--- src/rtl/cpu16_pkg.sv ---
// Shared constants for the cpu16 ALU datapath: widths, instruction field positions and ALU codes.
package cpu16_pkg;

  localparam int unsigned WIDTH_DEF = 16;
  localparam int unsigned REG_AW    = 2;

  localparam int unsigned CLASS_MSB = 15;
  localparam int unsigned CLASS_LSB = 8;
  localparam int unsigned FUNC_MSB  = 7;
  localparam int unsigned FUNC_LSB  = 4;
  localparam int unsigned RA_MSB    = 3;
  localparam int unsigned RA_LSB    = 2;
  localparam int unsigned RB_MSB    = 1;
  localparam int unsigned RB_LSB    = 0;

  localparam logic [7:0] CLASS_ALU = 8'h00;

  localparam logic [3:0] FUNC_ADD = 4'h0;
  localparam logic [3:0] FUNC_SUB = 4'h2;
  localparam logic [3:0] FUNC_NOT = 4'h8;
  localparam logic [3:0] FUNC_AND = 4'hA;
  localparam logic [3:0] FUNC_OR  = 4'hC;
  localparam logic [3:0] FUNC_XOR = 4'hE;

  typedef struct packed {
    logic s_sub;
    logic s_fas;
    logic s_and;
    logic s_or;
    logic s_xor;
    logic s_not;
  } alu_sel_t;

endpackage

--- src/rtl/cpu16_alu.sv ---
// Combinational ALU: add/sub, and, or, xor, not driven by one-hot selects.
module cpu16_alu #(
  parameter int unsigned WIDTH = 16
) (
  input  logic [WIDTH-1:0] i_a,
  input  logic [WIDTH-1:0] i_b,
  input  logic             i_sub,
  input  logic             i_fas,
  input  logic             i_and,
  input  logic             i_or,
  input  logic             i_xor,
  input  logic             i_not,
  output logic [WIDTH-1:0] o_r,
  output logic             o_cout
);

  logic [WIDTH-1:0] w_b_eff;
  logic [WIDTH:0]   w_sum_ext;

  // Subtract as A + ~B + 1, so carry-out of 1 means no borrow.
  assign w_b_eff   = i_sub ? ~i_b : i_b;
  assign w_sum_ext = {1'b0, i_a} + {1'b0, w_b_eff} + {{WIDTH{1'b0}}, i_sub};

  always_comb begin
    o_r    = '0;
    o_cout = 1'b0;
    if (i_fas) begin
      o_r    = w_sum_ext[WIDTH-1:0];
      o_cout = w_sum_ext[WIDTH];
    end else if (i_and) begin
      o_r = i_a & i_b;
    end else if (i_or) begin
      o_r = i_a | i_b;
    end else if (i_xor) begin
      o_r = i_a ^ i_b;
    end else if (i_not) begin
      o_r = ~i_a;
    end
  end

endmodule

--- src/rtl/cpu16_alu_core.sv ---
// Single-cycle 16-bit datapath: decoder, register file with host port, ALU and carry flag.
// Optional zero flag output enabled by defining CPU16_ZFLAG_EN.
module cpu16_alu_core
  import cpu16_pkg::*;
#(
  parameter int unsigned WIDTH = WIDTH_DEF,
  parameter int unsigned NREGS = 4
) (
  input  logic              i_clk,
  input  logic              i_rst_n,
  input  logic [15:0]       i_ir,
  input  logic              i_exec,
  input  logic              i_host_we,
  input  logic [REG_AW-1:0] i_host_addr,
  input  logic [WIDTH-1:0]  i_host_wdata,
  output logic [WIDTH-1:0]  o_r,
  output logic              o_cout,
  output logic              o_is_alu,
  output logic              o_s_sub,
  output logic              o_s_fas,
  output logic              o_s_and,
  output logic              o_s_or,
  output logic              o_s_xor,
  output logic              o_s_not,
  output logic              o_cflag,
`ifdef CPU16_ZFLAG_EN
  output logic              o_zflag,
`endif
  output logic [WIDTH-1:0]  o_reg_a,
  output logic [WIDTH-1:0]  o_reg_b
);

  logic [7:0]        w_class;
  logic [3:0]        w_func;
  logic [REG_AW-1:0] w_ra;
  logic [REG_AW-1:0] w_rb;
  alu_sel_t          w_sel;
  logic              w_is_alu;
  logic [WIDTH-1:0]  w_r;
  logic              w_cout;
  logic              w_commit;

  logic [WIDTH-1:0]  r_regs [NREGS];
  logic              r_cflag;

  assign w_class = i_ir[CLASS_MSB:CLASS_LSB];
  assign w_func  = i_ir[FUNC_MSB:FUNC_LSB];
  assign w_ra    = i_ir[RA_MSB:RA_LSB];
  assign w_rb    = i_ir[RB_MSB:RB_LSB];

  always_comb begin
    w_sel    = '0;
    w_is_alu = 1'b0;
    if (w_class == CLASS_ALU) begin
      w_is_alu = 1'b1;
      case (w_func)
        FUNC_ADD: w_sel.s_fas = 1'b1;
        FUNC_SUB: begin
          w_sel.s_fas = 1'b1;
          w_sel.s_sub = 1'b1;
        end
        FUNC_NOT: w_sel.s_not = 1'b1;
        FUNC_AND: w_sel.s_and = 1'b1;
        FUNC_OR:  w_sel.s_or  = 1'b1;
        FUNC_XOR: w_sel.s_xor = 1'b1;
        default:  w_is_alu    = 1'b0;
      endcase
    end
  end

  assign o_reg_a = r_regs[w_ra];
  assign o_reg_b = r_regs[w_rb];

  cpu16_alu #(
    .WIDTH (WIDTH)
  ) u_alu (
    .i_a    (o_reg_a),
    .i_b    (o_reg_b),
    .i_sub  (w_sel.s_sub),
    .i_fas  (w_sel.s_fas),
    .i_and  (w_sel.s_and),
    .i_or   (w_sel.s_or),
    .i_xor  (w_sel.s_xor),
    .i_not  (w_sel.s_not),
    .o_r    (w_r),
    .o_cout (w_cout)
  );

  assign w_commit = i_exec & w_is_alu;

  // Host write is applied last so it overrides a same-register writeback.
  always_ff @(posedge i_clk) begin
    if (!i_rst_n) begin
      for (int i = 0; i < NREGS; i++) begin
        r_regs[i] <= '0;
      end
      r_cflag <= 1'b0;
    end else begin
      if (w_commit) begin
        r_regs[w_ra] <= w_r;
        r_cflag      <= w_cout;
      end
      if (i_host_we) begin
        r_regs[i_host_addr] <= i_host_wdata;
      end
    end
  end

`ifdef CPU16_ZFLAG_EN
  logic r_zflag;

  always_ff @(posedge i_clk) begin
    if (!i_rst_n) begin
      r_zflag <= 1'b0;
    end else if (w_commit) begin
      r_zflag <= (w_r == '0);
    end
  end

  assign o_zflag = r_zflag;
`endif

  assign o_r      = w_r;
  assign o_cout   = w_cout;
  assign o_is_alu = w_is_alu;
  assign o_s_sub  = w_sel.s_sub;
  assign o_s_fas  = w_sel.s_fas;
  assign o_s_and  = w_sel.s_and;
  assign o_s_or   = w_sel.s_or;
  assign o_s_xor  = w_sel.s_xor;
  assign o_s_not  = w_sel.s_not;
  assign o_cflag  = r_cflag;

endmodule

--- config.mk ---
export PLATFORM = sky130hd
export DESIGN_NAME = cpu16_alu_core
export DESIGN_NICKNAME = d
export VERILOG_FILES = /design/src/rtl/cpu16_pkg.sv /design/src/rtl/cpu16_alu.sv /design/src/rtl/cpu16_alu_core.sv
export SDC_FILE = /design/constraint.sdc
export NUM_CORES = 1
export LEC_CHECK = 0
export CORE_MARGIN = 2
export CORE_UTILIZATION = 30
export DETAILED_ROUTE_END_ITERATION = 16
export HOLD_SLACK_MARGIN = 0.06
export PLACE_DENSITY = 0.57
export SYNTH_ARGS = -nofsm -noshare
export SYNTH_HDL_FRONTEND = slang
export SYNTH_SLANG_ARGS = --single-unit
--- constraint.sdc ---
create_clock -name i_clk -period 16.25 [get_ports i_clk]
set_clock_uncertainty 0.15 [all_clocks]
set_input_delay 3.25 -clock i_clk [delete_from_list [all_inputs] [get_ports i_clk]]
set_output_delay 3.25 -clock i_clk [all_outputs]
set_load 0.03 [all_outputs]
==> results of run 1 <==
[flip-flops by register name, summed over array words and instances (netlist names)]
signal   count
o_cflag      1
r_regs      64
[kinds of logic (layout without fill, tap and decap cells)]
logic type | after synthesis | after routing
XOR/XNOR | 24 | 24
flip-flops | 65 | 65
adder cells (fa/ha/maj) | 48 | 48
AND/OR/NAND/NOR | 225 | 225
buffers and inverters | 85 | 174
AO/OA/AOI/OAI | 178 | 178
multiplexers | 47 | 47
[layout by cell type, fill, tap and decap left out, types with 9 or more instances in the layout]
cell             instances
edfxtp_1                64
clkdlybuf4s50_1         94
nand3_1                 12
mux2i_1                 14
buf_4                   13
clkbuf_16                9
o21ai_0                 81
a21oi_1                 36
nor2_1                  44
nor3_1                  15
mux4_2                  30
xnor2_1                 19
inv_1                   49
ha_1                    47
nand2_1                108
[per-layer routing]
layer  vias to the layer above  global-route usage (%)  routed length, µm
li1                       2644                       -                  -
met1                      2709                    26.6               9420
met2                       199                    32.9              10000
met3                        20                    3.06               1270
met4                         0                    5.05                361
met5                         -                       0                  0
[critical path, stage by stage]
cell and delay, ns:
clkdlybuf4s50_1 0.78, nor3b_2 0.42, nand4_4 0.38, xnor2_1 0.30, fa_1 0.42, a21o_1 0.20
a311oi_1 0.47, or3_1 0.21, a21boi_0 0.14, or4_1 0.48, nand2_1 0.10, a21oi_1 0.06
clkdlybuf4s50_1 0.64
[power by group through the flow]
| stage | Sequential (W) | Clock [W] | Combinational [W] |
|---|---|---|---|
| global placement | 0.000204 | 0 | 0.000220 |
| detailed placement | 0.000205 | 0 | 0.000220 |
| CTS | 0.000202 | 0.000171 | 0.000222 |
| global route | 0.000203 | 0.000177 | 0.000242 |
| floorplan | 0.000203 | 0 | 0.000150 |
| finish | 0.000202 | 0.000170 | 0.000222 |
[final timing paths]
kind | to | cells after the start | startpoint | slack (ns)
worst max-delay path | o_cout | 13 | i_ir[6] | 4.98
worst min-delay path | o_cflag$_SDFFE_PN0P_ | 2 | o_cflag$_SDFFE_PN0P_ | 0.40
worst max register to register | o_cflag$_SDFFE_PN0P_ | 12 | r_regs[0][0]$_DFFE_PP_ | 12.20
worst min register to register | o_cflag$_SDFFE_PN0P_ | 2 | o_cflag$_SDFFE_PN0P_ | 0.40
[metrics by stage]
stage          setup slack (ns)  instances  hold slack (ns)  power, W
2_1_floorplan              5.93        672            0.485  0.000353
3_3_place_gp               5.02       1010            0.406  0.000424
3_5_place_dp               4.99       1010            0.409  0.000425
4_1_cts                    4.98       1026            0.418  0.000594
5_1_grt                    4.63       1026            0.464  0.000622
6_report                   4.98       1026            0.404  0.000594
[area by class of cell]
class                   count  share of cell area [%]
multi-input cells         522                    50.4
flip-flops and latches     65                    25.6
repair buffers            107                    13.7
well taps                 265                    4.38
clock buffers              11                    3.07
inverters                  51                    2.53
clock inverters             5                   0.297
==> results.md, run 1 <==
- Drt drc: 0
- Minimum clock period: 11.27 ns
- Flop pwr share: 34.0%
- Post-synthesis mux area share: 14.0%
- H-tree level count: 3
- Post-synthesis simple-gate area fraction: 17.4%
- Pin count of the biggest net entering global routing: 44
- Comb pwr share: 37.3%
- Setup TNS: 0 ns
- Post-CTS Setup Repair Bufs: 0
- FP Rows: 51
- Drt total wl: 21,100 µm
- Final setup fails: 0
- Mapped Avg Cell Area: 9.01 µm²
- Crit path kind: in2out
- Syn Inst Count: 672
- Rel. slew slack: 29.7%
- Clock Sinks: 65
- Peak VDD IR: 0.0473 mV
- Adder-cell area share of the yosys netlist: 10.0%
- PD cells: 78.4 nW/µm²
- Req. time, crit path: 12.85 ns
- Worst path arrival time: 7.87 ns
- Placer congestion estimate: 0.834
- Worst-Skew Late Latency: 0.33 ns
- Status: finished, final reports clean
- Chip height: 146 µm
- CTS tree: done
- Fmax: 88.7 MHz
- Worst Tran Pin Value: 1.05 ns
- Root buffer cell: clkbuf_16
- Sw Pwr: 0.000207 W
- Cell taking the most area after synthesis: edfxtp_1
- Count of final hold-check violations: 0
- GRT Total Usage: 19.6%
- DRT Pass-1 Iters: 6
- Seq cells post-synth: 65
- Final ANT Viol Nets: 0
- Area of the multi-input gates: 3810 µm²
- Vias/cell: 5.43
- Tcrit/Tclk final: 69.4%
- Synth top area share: 31.7%
- Vias in the first global route: 5,393
- EDFF count, synth: 64
- Prevailing post-synth register cell: edfxtp_1
- Final Cell Area: 7570 µm²
- DR iter-0 viols: 450
- Post-synthesis xor/xnor area fraction: 3.47%
- Placeable Area: 19,700 µm²
- Antenna violations before repair: 0
- Reg area: 1940 µm²
- Number of CTS-inserted buffers: 9
- Crit start category: primary input
- Post-synth cell types: 63
- Worst Hold Class: reg2reg
- Sequential element share of the synthesized area: 32.1%
- Main combinational cell family by area after synthesis: compound AO/OA/AOI/OAI gates
- Leak Pwr: 2.78 nW
- Die Area: 21,300 µm²
- Reg clk slew, reported paths: 0.05 ns
- Most numerous cell in the Yosys netlist: nand2_1
- DR vias: 5,572
- Max clock buf depth: 2
- HPWL Detailed: 15,900 µm
- Compound-gate portion of the synthesized area: 17.6%
- Async SR Flop Fraction: 0%
- Routed length per placed instance: 20.6 µm
- Fill cell count: 2,072
- Clock Power Share: 28.7%
- First-pass GRT wire length: 32,200 µm
- Internal: 0.000387 W
- Top cells by area, synth: edfxtp_1, mux4_2, ha_1, o21ai_0, nand2_1
- Cell area after synthesis: 6060 µm²
- RSZ-0062 raised after global routing: false
- Synth top cells by count: nand2_1, o21ai_0, edfxtp_1
- Syn_nets: 758
- Crit. End Element: output port
- Top-Level Pins: 95
- IO Port Bufs: 94
- Post-layout util: 38.5%
- Fin. max-slew vios: 0
- Initial Utilization: 30.8%
- Share of cells above drive strength 1: 9.46%
- Synth Warn #: 0
- Final nets: 842
- Die W: 146 µm
- Crit Path Max Fanout: 17
- Hold buffer count at cts: 0
- Total gr overflow: 0
- Max cap viols: 0
- Placed Area: 7320 µm²
- Area added between synthesis and finish: 25.0%
- Post_cts resized: 0
- Sw Ratio: 34.8%
- N_diodes: 0
(Power assumes the default switching activity.)
==> inputs of run 2 (changes only) <==
--- a/config.mk
+++ b/config.mk
@@ -9,7 +9,7 @@
 export CORE_UTILIZATION = 30
 export DETAILED_ROUTE_END_ITERATION = 16
 export HOLD_SLACK_MARGIN = 0.06
-export PLACE_DENSITY = 0.57
+export PLACE_DENSITY = 0.58
 export SYNTH_ARGS = -nofsm -noshare
 export SYNTH_HDL_FRONTEND = slang
 export SYNTH_SLANG_ARGS = --single-unit
==> constraint.sdc (replaced) <==
create_clock -name i_clk -period 9.7 [get_ports i_clk]
set_clock_uncertainty 0.15 [all_clocks]
set_input_delay 1.94 -clock i_clk [delete_from_list [all_inputs] [get_ports i_clk]]
set_output_delay 1.94 -clock i_clk [all_outputs]
set_load 0.03 [all_outputs]
==> run 2 against run 1 <==
Net effect: sequential share of layout area shrank 0.28 points; setup slack lost 3.9 ns; die area is the same; count of clock-buffer cells in the layout grew 1; hold slack gained 0.014 ns.
==> results.md, run 2 (synthesis results as in run 1) <==
- Setup TNS: 0 ns
- Placeable Area: 19,700 µm²
- Final worst slack: 1.07 ns
- Chip height: 146 µm
- Status: finished, final reports clean
- Die W: 146 µm
- Worst-Skew Late Latency: 0.33 ns
- Crit path max-delay cell type: clkdlybuf4s50_1
- Number of CTS-inserted buffers: 9
- Worst R2R Start: r_regs[3][0]$_DFFE_PP_
- N_diodes: 0
- Rel. slew slack: 26.0%
- Antenna violations before repair: 0
- Place WS: 1.07 ns
- Max FFs per register: 64
- Final nets: 850
- Delay of the slowest critical-path stage: 0.82 ns
- Final setup fails: 0
- Count of final hold-check violations: 0
- PD cells: 133 nW/µm²
- H-tree level count: 3
- Largest Register: r_regs
- Crit path from: i_ir[0]
- Vias/cell: 5.46
- Reg clk slew, reported paths: 0.05 ns
- Max clock buf depth: 2
- Post_cts resized: 0
- Area added between synthesis and finish: 26.4%
- CTS tree: done
- HPWL Detailed: 16,100 µm
- Share of cells above drive strength 1: 10.4%
- GRT Total Usage: 19.4%
- Worst Path Buf+Inv: 4
- Post-layout util: 39.0%
- FP Rows: 51
- Crit start category: primary input
- Fin. max-slew vios: 0
- Placer congestion estimate: 0.865
- Routed length per placed instance: 20.0 µm
- Peak VDD IR: 0.0969 mV
- First-pass GRT wire length: 32,000 µm
- Largest delay share family, worst path: buffers and inverters
- Hold_sp: o_cflag$_SDFFE_PN0P_
- Minimum clock period: 8.63 ns
- Tcrit/Tclk final: 89.0%
- Crit path kind: in2out
- DRT Pass-1 Iters: 5
- DR vias: 5,641
- Leak Pwr: 2.83 nW
- Vias in the first global route: 5,531
- Worst path arrival time: 6.54 ns
- Top-Level Pins: 95
- IO Port Bufs: 94
- Total gr overflow: 0
- RSZ-0062 raised after global routing: false
- Total power: 0.00102 W
- Final ANT Viol Nets: 0
- Worst Hold Class: reg2reg
- Initial Utilization: 30.8%
- Req. time, crit path: 7.61 ns
- Root buffer cell: clkbuf_16
- Drt total wl: 20,700 µm
- Post-CTS Setup Repair Bufs: 0
- Die Area: 21,300 µm²
- Fmax: 116 MHz
- Worst Tran Pin Value: 1.11 ns
- Commonest non-fill, non-tap cells in the layout: nand2_1, clkdlybuf4s50_1, o21ai_0, edfxtp_1, inv_1
- Hold buffer count at cts: 0
- Clock Sinks: 65
- Crit. End Element: output port
- Drt drc: 0
- Most common cell after layout, fill and taps aside: nand2_1
- Crit Path Max Fanout: 8
- Worst path cell trace: clkdlybuf4s50_1, mux4_2, nand2_1, o21a_2, inv_1, fa_1, a21o_1, a311oi_1, or3_1, a31oi_1, mux2i_1, a22oi_1, inv_1, clkdlybuf4s50_1
- DR iter-0 viols: 387
- Max cap viols: 0
- Pin count of the biggest net entering global routing: 43
==> run 2: cell count changes in the layout (fill, tap and decap cells not counted), sizes merged <==
cell	previous run	this run
clkinv	7	5
bufinv	0	1
buf	13	21
clkbuf	11	12
==> run 2: final timing paths <==
path,endpoint,slack [ns],depth (start not counted)
min reg2reg,o_cflag$_SDFFE_PN0P_,0.42,2
max,o_r[14],1.07,14
max reg2reg,o_cflag$_SDFFE_PN0P_,5.59,12
min,o_cflag$_SDFFE_PN0P_,0.42,2
==> run 2: power by group <==
| part | switching (W) | total [W] | internal (W) |
|---|---|---|---|
| clock network | 0.000109 | 0.000306 | 0.000197 |
| logic | 0.000220 | 0.000371 | 0.000151 |
| registers | 0.00000892 | 0.000339 | 0.000330 |
| total | 0.000337 | 0.00102 | 0.000678 |
==> run 2: worst min-delay path, delay by kind of cell, from the launching register on <==
kind	cells	cell delay (ns)
compound gates	1	0.13
flops	1	0.33
simple gates	1	0.06
==> run 2: per-layer routing <==
metal  share of wire, %  track usage [%]
met1                 44             25.9
met2                 49             32.9
met3                5.7             2.78
met4                1.7             5.44
met5                  0                0
==> run 2: cell type report <==
type                    instances  area, µm²
inverters                      51        191
fillers                      2008      12000
clock buffers                  12        236
repair buffers                115       1100
well taps                     265        332
clock inverters                 4       43.8
multi-input cells             522       3810
flip-flops and latches         65       1940
==> run 2: per-stage QoR <==
step                hold slack [ns]  instances  cell area, µm²
finish                        0.418       1034            7660
global route                  0.493       1034            7660
CTS                           0.427       1034            7660
detailed placement            0.417       1018            7380
global placement              0.406       1018            7380
floorplan                     0.485        672            6060
